**src/rtl/reg_dump_scanner_pkg.sv**
```systemverilog
// Shared types and defaults for the register-dump scanner.
package reg_dump_scanner_pkg;

  localparam int DEF_SEL_W  = 5;
  localparam int DEF_DATA_W = 32;

  // Encodings are kept identical to the original scanner so dumps of the
  // state register read the same as before.
  typedef enum logic [1:0] {
    ST_IDLE   = 2'd0,
    ST_SETTLE = 2'd1,
    ST_SEND   = 2'd2
  } scan_state_t;

endpackage

```
**src/rtl/reg_dump_scanner_if.sv**
```systemverilog
// Beat stream carrying {index, data, last} from the scanner to its sink.
interface reg_dump_scanner_if
  import reg_dump_scanner_pkg::*;
#(
  parameter int SEL_W  = DEF_SEL_W,
  parameter int DATA_W = DEF_DATA_W
) ();

  logic              out_valid;
  logic              out_ready;
  logic [SEL_W-1:0]  out_idx;
  logic [DATA_W-1:0] out_data;
  logic              out_last;

  modport master (
    output out_valid,
    output out_idx,
    output out_data,
    output out_last,
    input  out_ready
  );

  modport slave (
    input  out_valid,
    input  out_idx,
    input  out_data,
    input  out_last,
    output out_ready
  );

endinterface

```
**src/rtl/reg_dump_scanner.sv**
```systemverilog
// Reader for the CPU register-debug port: sweeps reg_sel over a latched
// index range, waits a settle time per index, and streams captured
// {index, data} beats out on a valid/ready interface.
module reg_dump_scanner
  import reg_dump_scanner_pkg::*;
#(
  parameter int SEL_W  = DEF_SEL_W,
  parameter int DATA_W = DEF_DATA_W,
  parameter int SETTLE = 1
) (
  input  logic              clk,
  input  logic              rst_n,
  input  logic              start,
  input  logic              abort,
  input  logic [SEL_W-1:0]  first_sel,
  input  logic [SEL_W-1:0]  last_sel,
  output logic [SEL_W-1:0]  reg_sel,
  input  logic [DATA_W-1:0] reg_data,
  reg_dump_scanner_if.master out,
  output logic              busy,
  output logic              done
);

  localparam int CNT_W = (SETTLE < 2) ? 1 : $clog2(SETTLE + 1);
  localparam logic [CNT_W-1:0] CNT_LOAD = CNT_W'(SETTLE);
  localparam logic [CNT_W-1:0] CNT_ONE  = CNT_W'(1);

  scan_state_t       state;
  logic [CNT_W-1:0]  cnt;
  logic [SEL_W-1:0]  last_q;
  logic              valid_q;
  logic [SEL_W-1:0]  idx_q;
  logic [DATA_W-1:0] data_q;
  logic              last_beat_q;

  assign out.out_valid = valid_q;
  assign out.out_idx   = idx_q;
  assign out.out_data  = data_q;
  assign out.out_last  = last_beat_q;

  // Sweep FSM: all outputs registered; abort outranks the beat handshake.
  always_ff @(posedge clk or negedge rst_n) begin
    if (!rst_n) begin
      state       <= ST_IDLE;
      cnt         <= '0;
      last_q      <= '0;
      reg_sel     <= '0;
      valid_q     <= 1'b0;
      idx_q       <= '0;
      data_q      <= '0;
      last_beat_q <= 1'b0;
      busy        <= 1'b0;
      done        <= 1'b0;
    end else begin
      done <= 1'b0;
      unique case (state)
        ST_IDLE: begin
          if (start) begin
            last_q  <= last_sel;
            reg_sel <= first_sel;
            cnt     <= CNT_LOAD;
            busy    <= 1'b1;
            state   <= ST_SETTLE;
          end
        end

        ST_SETTLE: begin
          if (abort) begin
            valid_q     <= 1'b0;
            last_beat_q <= 1'b0;
            busy        <= 1'b0;
            state       <= ST_IDLE;
          end else if (cnt == CNT_ONE) begin
            cnt         <= '0;
            data_q      <= reg_data;
            idx_q       <= reg_sel;
            last_beat_q <= (reg_sel == last_q);
            valid_q     <= 1'b1;
            state       <= ST_SEND;
          end else begin
            cnt <= cnt - CNT_ONE;
          end
        end

        ST_SEND: begin
          if (abort) begin
            valid_q     <= 1'b0;
            last_beat_q <= 1'b0;
            busy        <= 1'b0;
            state       <= ST_IDLE;
          end else if (valid_q && out.out_ready) begin
            valid_q <= 1'b0;
            if (last_beat_q) begin
              done  <= 1'b1;
              busy  <= 1'b0;
              state <= ST_IDLE;
            end else begin
              reg_sel <= reg_sel + 1'b1;
              cnt     <= CNT_LOAD;
              state   <= ST_SETTLE;
            end
          end
        end

        default: begin
          valid_q     <= 1'b0;
          last_beat_q <= 1'b0;
          busy        <= 1'b0;
          state       <= ST_IDLE;
        end
      endcase
    end
  end

endmodule
```
**src/flat_wrapper.sv**
```systemverilog
// flat-port wrapper written by rule: the top's interface ports become plain ports
module reg_dump_scanner_flat import reg_dump_scanner_pkg::*;
#(
  parameter int SEL_W  = DEF_SEL_W,
  parameter int DATA_W = DEF_DATA_W,
  parameter int SETTLE = 1
)
  (clk, rst_n, start, abort, first_sel, last_sel, reg_sel, reg_data, busy, done, out_out_valid, out_out_idx, out_out_data, out_out_last, out_out_ready);
  reg_dump_scanner_if #(.SEL_W(SEL_W), .DATA_W(DATA_W)) out_i ();
  input  logic clk;
  input  logic rst_n;
  input  logic start;
  input  logic abort;
  input  logic [SEL_W-1:0] first_sel;
  input  logic [SEL_W-1:0] last_sel;
  output logic [SEL_W-1:0] reg_sel;
  input  logic [DATA_W-1:0] reg_data;
  output logic busy;
  output logic done;
  output wire logic [$bits(out_i.out_valid)-1:0] out_out_valid;
  output wire logic [$bits(out_i.out_idx)-1:0] out_out_idx;
  output wire logic [$bits(out_i.out_data)-1:0] out_out_data;
  output wire logic [$bits(out_i.out_last)-1:0] out_out_last;
  input wire logic [$bits(out_i.out_ready)-1:0] out_out_ready;
  assign out_out_valid = out_i.out_valid;
  assign out_out_idx = out_i.out_idx;
  assign out_out_data = out_i.out_data;
  assign out_out_last = out_i.out_last;
  assign out_i.out_ready = out_out_ready;
  reg_dump_scanner #(.SEL_W(SEL_W), .DATA_W(DATA_W), .SETTLE(SETTLE)) u_core (.clk(clk), .rst_n(rst_n), .start(start), .abort(abort), .first_sel(first_sel), .last_sel(last_sel), .reg_sel(reg_sel), .reg_data(reg_data), .out(out_i), .busy(busy), .done(done));
endmodule
```
**config.mk**
```make
export PLATFORM = sky130hd
export DESIGN_NAME = reg_dump_scanner_flat
export DESIGN_NICKNAME = d
export VERILOG_FILES = /design/src/rtl/reg_dump_scanner_pkg.sv /design/src/rtl/reg_dump_scanner_if.sv /design/src/rtl/reg_dump_scanner.sv /design/src/flat_wrapper.sv
export SDC_FILE = /design/constraint.sdc
export NUM_CORES = 1
export LEC_CHECK = 0
export CORE_AREA = 3 3 83 85
export DETAILED_ROUTE_END_ITERATION = 8
export DIE_AREA = 0 0 86 88
export PLACE_DENSITY = 0.79
export SYNTH_ARGS = -nofsm -noshare
export SYNTH_HDL_FRONTEND = slang
export SYNTH_SLANG_ARGS = --single-unit
```
**constraint.sdc**
```tcl
create_clock -name clk -period 1.31 [get_ports clk]
set_input_delay 0.262 -clock clk [delete_from_list [all_inputs] [get_ports clk]]
set_output_delay 0.262 -clock clk [all_outputs]
set_load 0.02 [all_outputs]
```
**Word-level counts from Yosys, hierarchy flattened**

Index checks and enable logic that the tools add are counted.

- $add $sub $neg: 2
- Equality and inequality tests: 13
- Multiplexer cells: 36
- Bitwise logic cells: 2
- Reduce and logical (&&, ||, !) cells: 12

Operator list:

| cell | count |
|---|---|
| $mux 1 | 21 |
| $mux 5 | 4 |
| $ne 2x2->1 const B | 6 |
| $pmux 1 s3 | 4 |
| $reduce_and 3->1 | 4 |
| $mux 2 | 5 |
| $pmux 5 s2 | 1 |
| $ne 3x2->1 const B | 3 |
| $pmux 2 s3 | 1 |
| $reduce_and 6->1 | 1 |
| $add 5x1->5 const B | 1 |
| $eq 5x5->1 | 1 |
| $reduce_and 5->1 | 1 |
| $reduce_and 4->1 | 1 |
| $reduce_bool 3->1 | 1 |
| $eq 2x1->1 const B | 1 |
| $eq 2x2->1 const B | 1 |
| $logic_not 2->1 | 1 |
| $ne 2x1->1 const B | 1 |
| $not 1->1 | 2 |
| $reduce_and 2->1 | 1 |
| $reduce_bool 2->1 | 1 |
| $logic_and 1x1->1 | 1 |
| $sub 1x1->1 const B | 1 |

- Register bits: 54
- Input bits: 47
- Output and inout port bits: 46
- Word-level logic and storage cells: 75

**Depth between registers and ports, before layout**

Gate-level depths: netlist of the first run.

- Depth in word-level cells: 5
- Mapped depth: 7
- Gate-level depth less buffers: 5

**Least setup slack after synthesis of the first run**

No wires, ideal clock.

- Kind: register to register
- From: register u_core.reg_sel[0]
- To: register u_core.reg_sel[4]
- Setup time: 151 ps
- Arrival time: 1305 ps
- Required time: 1159 ps
- Setup slack: -146 ps
- Stages on the path, launching flop included: 6
- Path buffers: 0
- Period minus slack after synthesis: 1456 ps
- Cells stage by stage: dfrtp_1 -> ha_1 -> and3_2 -> o32a_1 -> o21ai_1 -> a41oi_1

- Longest elaborated chain between the ends: 5

RTL lines:

| element | line | source |
|---|---|---|
| start, declared | reg_dump_scanner.sv:17 | `output logic [SEL_W-1:0] reg_sel,` |
| start signal, assigned | reg_dump_scanner.sv:60 | `reg_sel <= first_sel;` |
| start signal, assigned | reg_dump_scanner.sv:98 | `reg_sel <= reg_sel + 1'b1;` |
| $add 5x1->5 | reg_dump_scanner.sv:98 |  |
| $mux 5 | reg_dump_scanner.sv:93 | `if (last_beat_q) begin` |
| $mux 5 | reg_dump_scanner.sv:91 | `end else if (valid_q && out.out_ready) begin` |
| $mux 5 | reg_dump_scanner.sv:86 | `if (abort) begin` |
| $pmux 5 s2 | reg_dump_scanner.sv:56 | `unique case (state)` |

Every way passes these cells. The select of a mux whose other input is x is not followed.
A chain may end at the register's enable or synchronous reset.

**Worst setup path after layout of the first run**

- From: input abort
- To: register u_core.data_q[10] (netlist: u_core.out.out_data[10])

- Longest elaborated chain between the ends: 2

RTL lines:

| element | line | source |
|---|---|---|
| start, declared | flat_wrapper.sv:13 | `input logic abort;` |
| $not 1->1 (no line) | -- |  |
| $reduce_and 3->1 (no line) | -- |  |
| end signal, assigned | reg_dump_scanner.sv:75 | `data_q <= reg_data;` |
| end, declared | reg_dump_scanner.sv:33 | `logic [DATA_W-1:0] data_q;` |

Every way passes these cells.

==> results of run 1 <==
stage by stage:
stage | power [mW] | setup TNS, ns
2_1_floorplan | 5.876 | -0.05359
3_3_place_gp | 8.020 | -19.91
3_5_place_dp | 8.111 | -20.99
4_1_cts | 9.012 | -4.009
5_1_grt | 9.762 | -5.917
6_report | 9.230 | -4.518
power by group through the flow:
stage | clock, mW | sequential [mW] | combinational (mW)
2_1_floorplan | 0 | 3.91 | 1.97
3_3_place_gp | 0 | 3.07 | 4.95
3_5_place_dp | 0 | 3.08 | 5.03
4_1_cts | 1.20 | 3.04 | 4.77
5_1_grt | 1.26 | 3.18 | 5.33
6_report | 1.16 | 3.06 | 5.01
synth_stat cells (all sizes together) (2+ instances only):
master and instances:
nand2 23, xnor2 2, a21o 2, and3 2, dfrtp 54, o22ai 2, nor2 9, xor2 3
a31oi 3, buf 9, nand3 2, o21ai 4, nor3 3, a21oi 7, mux2 38
cell families (layout without fill, tap and decap cells):
group                      Yosys count  in the layout
AOI/OAI and AO/OA                   24             24
xor gates and xnor gates             5              5
adders and majority gates            1              1
buffers and inverters               10            140
DFF                                 54             54
muxes                               38             38
and+or+nand+nor                     46             46
per-layer routing:
layer / vias to the layer above / wire length [um] / track usage / share of wire
met5: - / 0 / 0 / 0
met4: 0 / 93 / 0.05612 / 0.015
met3: 10 / 390 / 0.04327 / 0.064
met2: 70 / 2935 / 0.2663 / 0.48
met1: 887 / 2709 / 0.2160 / 0.44
li1: 880 / - / - / -
worst max-delay path, delay by kind of cell:
kind	cells	cell delay, ns
mux	1	0.32
simple gates	2	0.35
buf+inv	2	0.68
worst max-delay path by stage:
stage,from,to,slack [ns],cells past startpoint
global route,u_core.state[1],u_core.reg_sel[3],-0.15,5
CTS,u_core.state[1],u_core.out.out_data[4],-0.11,4
floorplan,u_core.reg_sel[0],u_core.reg_sel[4],-0.02,5
detailed placement,abort,u_core.out.out_data[1],-0.45,5
finish,abort,u_core.out.out_data[10],-0.12,5
global placement,abort,u_core.out.out_data[12],-0.42,5
state kept, by name, indices dropped and copies added, names as in the netlist, 2 cells and up:
register / cells
u_core.out.out_data: 32
u_core.last_q: 5
u_core.out.out_idx: 5
u_core.reg_sel: 5
u_core.state: 2
final cells by class:
cell class | instances | area [sq um]
fill | 485 | 2337
clock buffer | 7 | 86.33
clock inverter | 1 | 30.03
sequential | 54 | 1360
inverter | 1 | 6.256
timing repair buffer | 131 | 1221
tap | 77 | 96.34
multi-input combinational | 114 | 1140
what timing repair did:
action                                  4_1_cts  5_1_grt
buffers inserted                              7        1
resized for setup                            74       55
endpoints found under the setup margin       96       88
hold buffers                                  1        0
pin swaps                                     3        3
hold endpoints to repair                     54        0
==> metrics.txt, run 1 <==
Setup crit end kind=flip-flop; drt total wl=6.129 mm; largest net degree at the start of global routing=28; area grow syn2layout=58.64%; net count reported at finish=355; YS warnings=0; H-tree levels=2; R2R setup slack=-0.12 ns; mux share of post-synthesis cell area=0.2282; syn nets=226; DP HPWL=4.238 mm; Leak=1.767 nW; GRT overflow=0; Final Instance Count excl. Fillers=385; CTS Sinks=54; post-synth top area share=0.5441; final hold vios=0; final core area utilization=0.6277; vias post-DR=1847; worst flop-to-flop path endpoint=u_core.reg_sel[3]; Psw=3.401 mW; register area share after synthesis=0.5441; Hold Path Class=in -> reg; Hold Path Cell Cnt=3; antenna cells=0; Sw Share=0.3684; setup violators final=44; r2r startpoint=u_core.state[1]; RSZ-0062 raised after global routing=yes; Min Hold Slack=0.4738 ns; crit path max-delay cell type=clkdlybuf4s50_1; status=complete, but fails checks; Root Driver=clkbuf_8; Post-DRT Antenna Nets=0; cell taking the most area after synthesis=dfrtp_1; TritonCTS Buffers=5; Slew Viols, Final=0; async set or reset register ratio after synthesis=1.000; Hold EP=u_core.last_q[3]; Cell variety after synth=38; Pre-antenna DRT Iters=4; port buffer count=92; die footprint=7568 sq um; final worst setup slack=-0.1233 ns; Post-synth EDFFs=0; Yosys reg bits=54; min cycle time layout=1.433 ns; Synth Cell Area=2484 sq um; Critical Path RT=1.51 ns; initial antenna violation count=0; clock power share=0.125; largest family of logic cells by synthesized area=multiplexers; Max Cap Viol=0; Compound-Gate Fraction of Synth Area=0.07204; internal power=5.829 mW; Synth Flop Type=dfrtp_1; Post-Synthesis Cells=178; commonest non-fill, non-tap cell in the layout=dfrtp_1; Starting Density=0.3957; share of layout cells above drive strength 1=0.3994; kind of critical path=in -> reg; main area contributors after synthesis=dfrtp_1, mux2_4, nand2_1; post-route cell area=3940 sq um; WL per Instance=15.92 um; slowest stage delay, CP=0.48 ns; Clock Skews=0.006672 ns; adder-cell share of the synthesized area=0.005038; Max-slew headroom=0.7656; Synth Area in Simple Gates=0.09622; area of the core=6277 sq um; vias per inst=4.797; global-route wire length before repair=9.632 mm; pre-CTS WS=-0.4500 ns; GRT Resource Usage Total=0.1650; reg2reg path depth=5; critical path arrival=1.63 ns; Synth Area in XOR/XNOR=0.01763; Max clock buf depth=2; Tcrit/Tclk final=1.094; type of element launching the critical path=input port; fmax=697.7 MHz; crit-path max FO=21; width of the chip=86 um; vias in the first global route=1947; combinational power share=0.543; Placer Congestion=0.8159; Placed Cells=368; CTS tree=done; CP cell instances=clkdlybuf4s50_1 > nor2_4 > and3_4 > buf_12 > mux2_4; Power per Cell Area=2343 nW/um^2; Worst Max-Slew Pin Slew=0.3516 ns; DR iter-0 viols=79; Post-Syn Area per Cell=13.95 sq um; most frequent cells in the layout=dfrtp_1, clkdlybuf4s50_1, mux2_4, clkdlybuf4s15_1, buf_4; CTS clock-pin slew for the worst setup and hold paths=0.09 ns; Hold Path Origin=last_sel[3]; Max VDD drop=1124 uV; IO Pins=93; Placed Area=3680 sq um; # DRC=0; sequential power share=0.332; failing checks=negative setup slack; FP Rows=29; clock latency on the worst-skew pair=0.31 ns; Die Height=88 um
Note: power is estimated with default switching activity, not from simulation.
==> run 2, diff against run 1 <==
--- a/config.mk
+++ b/config.mk
@@ -8,7 +8,8 @@
 export CORE_AREA = 3 3 83 85
 export DETAILED_ROUTE_END_ITERATION = 8
 export DIE_AREA = 0 0 86 88
-export PLACE_DENSITY = 0.79
+export MAX_ROUTING_LAYER = met4
+export PLACE_DENSITY = 0.86
 export SYNTH_ARGS = -nofsm -noshare
 export SYNTH_HDL_FRONTEND = slang
 export SYNTH_SLANG_ARGS = --single-unit
==> run 2 against run 1 <==
Sequential power about the same; design area grew 1.7%; die area did not move; critical path depth is the same; the flow still finishes with violations (negative setup slack); clock power fell by 23%; final cell count grew 0.78%; flip-flop and latch count stayed put.
==> metrics.txt, run 2 (same netlist as run 1, synthesis figures left out) <==
status=complete, but fails checks; failing checks=negative setup slack; met2 usage=0.2908; largest net degree at the start of global routing=55; CTS tree=done; Placer Congestion=0.8428; vias post-DR=1913; GRT busiest layer=met2; area of the core=6277 sq um; global-route wire length before repair=9.977 mm; Pre-antenna DRT Iters=4; Root Driver=clkbuf_8; M1 GR Usage=0.2233; Placed Area=3692 sq um; GRT Resource Usage Total=0.1748; IO Pins=93; Max clock buf depth=2; TritonCTS Buffers=5; final core area utilization=0.6386; crit-path max FO=5; port buffer count=92; width of the chip=86 um; net count reported at finish=359; Power per Cell Area=2280 nW/um^2; vias in the first global route=1993; Critical Path RT=1.53 ns; total power=9.141 mW; Worst Max-Slew Pin Slew=0.2931 ns; initial antenna violation count=0; type of element launching the critical path=flip-flop; vias per inst=4.930; min cycle time layout=1.460 ns; FP Rows=29; final worst setup slack=-0.1504 ns; Max-slew headroom=0.8046; GRT overflow=0; fmax=684.7 MHz; Clock Skews=0.005943 ns; drt total wl=6.630 mm; most frequent cells in the layout=dfrtp_1, clkdlybuf4s50_1, mux2_4, buf_4, clkdlybuf4s15_1; die footprint=7568 sq um; # DRC=0; Starting Density=0.3957; max FFs per register=32; area grow syn2layout=61.41%; Post-DRT Antenna Nets=0; WL per Instance=17.09 um; kind of critical path=reg -> reg; Die Height=88 um; GRT met3 Usage=0.02728; Max VDD drop=1197 uV; Tcrit/Tclk final=1.115; fill count=495; commonest non-fill, non-tap cell in the layout=dfrtp_1; critical path arrival=1.68 ns; DP HPWL=4.413 mm; Leak=1.811 nW; share of layout cells above drive strength 1=0.4084; Max Cap Viol=0; final hold vios=0; DR iter-0 viols=57; clock latency on the worst-skew pair=0.30 ns; Hold Path Class=in -> async; Min Hold Slack=0.4717 ns; Setup crit end kind=flip-flop; post-route cell area=4009 sq um; CTS clock-pin slew for the worst setup and hold paths=0.10 ns; H-tree levels=2; antenna cells=0; CTS Sinks=54; RSZ-0062 raised after global routing=yes; Slew Viols, Final=0; setup violators final=45
-- run 2: changes by cell type in the layout (fill, tap and decap cells not counted), moves of 2 or more --
cell | before | now
buf_4 | 29 | 25
buf_6 | 7 | 11
clkbuf_2 | 2 | 0
clkdlybuf4s15_1 | 32 | 23
dfrtp_1 | 47 | 49
dfrtp_2 | 7 | 5
dlygate4sd2_1 | 6 | 19
nand2_1 | 23 | 19
nand2_2 | 0 | 4
-- run 2: worst paths after layout --
check                                 start                end  slack [ns]  depth (start not counted)
max                         u_core.state[1]  u_core.reg_sel[4]       -0.15                          5
min                                   rst_n  u_core.reg_sel[3]        0.47                          3
min reg2reg                u_core.last_q[3]   u_core.last_q[3]        0.50                          2
min in group clk                last_sel[3]   u_core.last_q[3]        0.49                          3
max reg2reg                 u_core.state[1]  u_core.reg_sel[4]       -0.15                          5
max in group asynchronous             rst_n  u_core.reg_sel[1]        0.56                          3
-- run 2: area by class of cell --
| cell class | count | area [sq um] | area share |
|---|---|---|---|
| clock inverter | 1 | 7.507 | 0.001873 |
| inverter | 1 | 3.754 | 0.0009363 |
| tap | 77 | 96.34 | 0.02403 |
| timing repair buffer | 135 | 1300 | 0.3243 |
| multi-input combinational | 114 | 1171 | 0.2921 |
| sequential | 54 | 1358 | 0.3386 |
| clock buffer | 6 | 72.57 | 0.01810 |
-- run 2: per-layer routing --
metal,up-vias,share of wire
met5,-,0
met4,0,0.011
met3,8,0.046
met2,65,0.52
met1,951,0.43
li1,889,-
-- run 2: through the flow --
stage          setup TNS [ns]  cells  worst slack, ns
2_1_floorplan        -0.05359    178         -0.01771
3_3_place_gp           -20.24    368          -0.4260
3_5_place_dp           -23.52    368          -0.5179
4_1_cts                -7.527    385          -0.2083
5_1_grt                -6.746    388          -0.1914
6_report               -5.259    388          -0.1504
-- run 2: critical path, cell delays in order, from the launching register on --
cell and delay, ns:
dfrtp_2 0.46, or3b_4 0.47, o31ai_4 0.09, buf_6 0.17, o21ai_2 0.06, a41oi_2 0.14
-- run 2: repair_timing --
action | 4_1_cts | 5_1_grt
gates cloned | 2 | 2
endpoints found under the setup margin | 97 | 76
hold buffers | 1 | 0
pin swaps | 4 | 10
resized for setup | 71 | 56
hold endpoints to repair | 54 | 0
setup buffers | 7 | 4
-- run 2: report_power, final --
group / switching, mW / leakage, nW / internal, mW
clock: 0.521 / 0.0373 / 0.368
combinational: 2.40 / 1.14 / 2.79
sequential: 0.581 / 0.635 / 2.48
total: 3.50 / 1.81 / 5.64
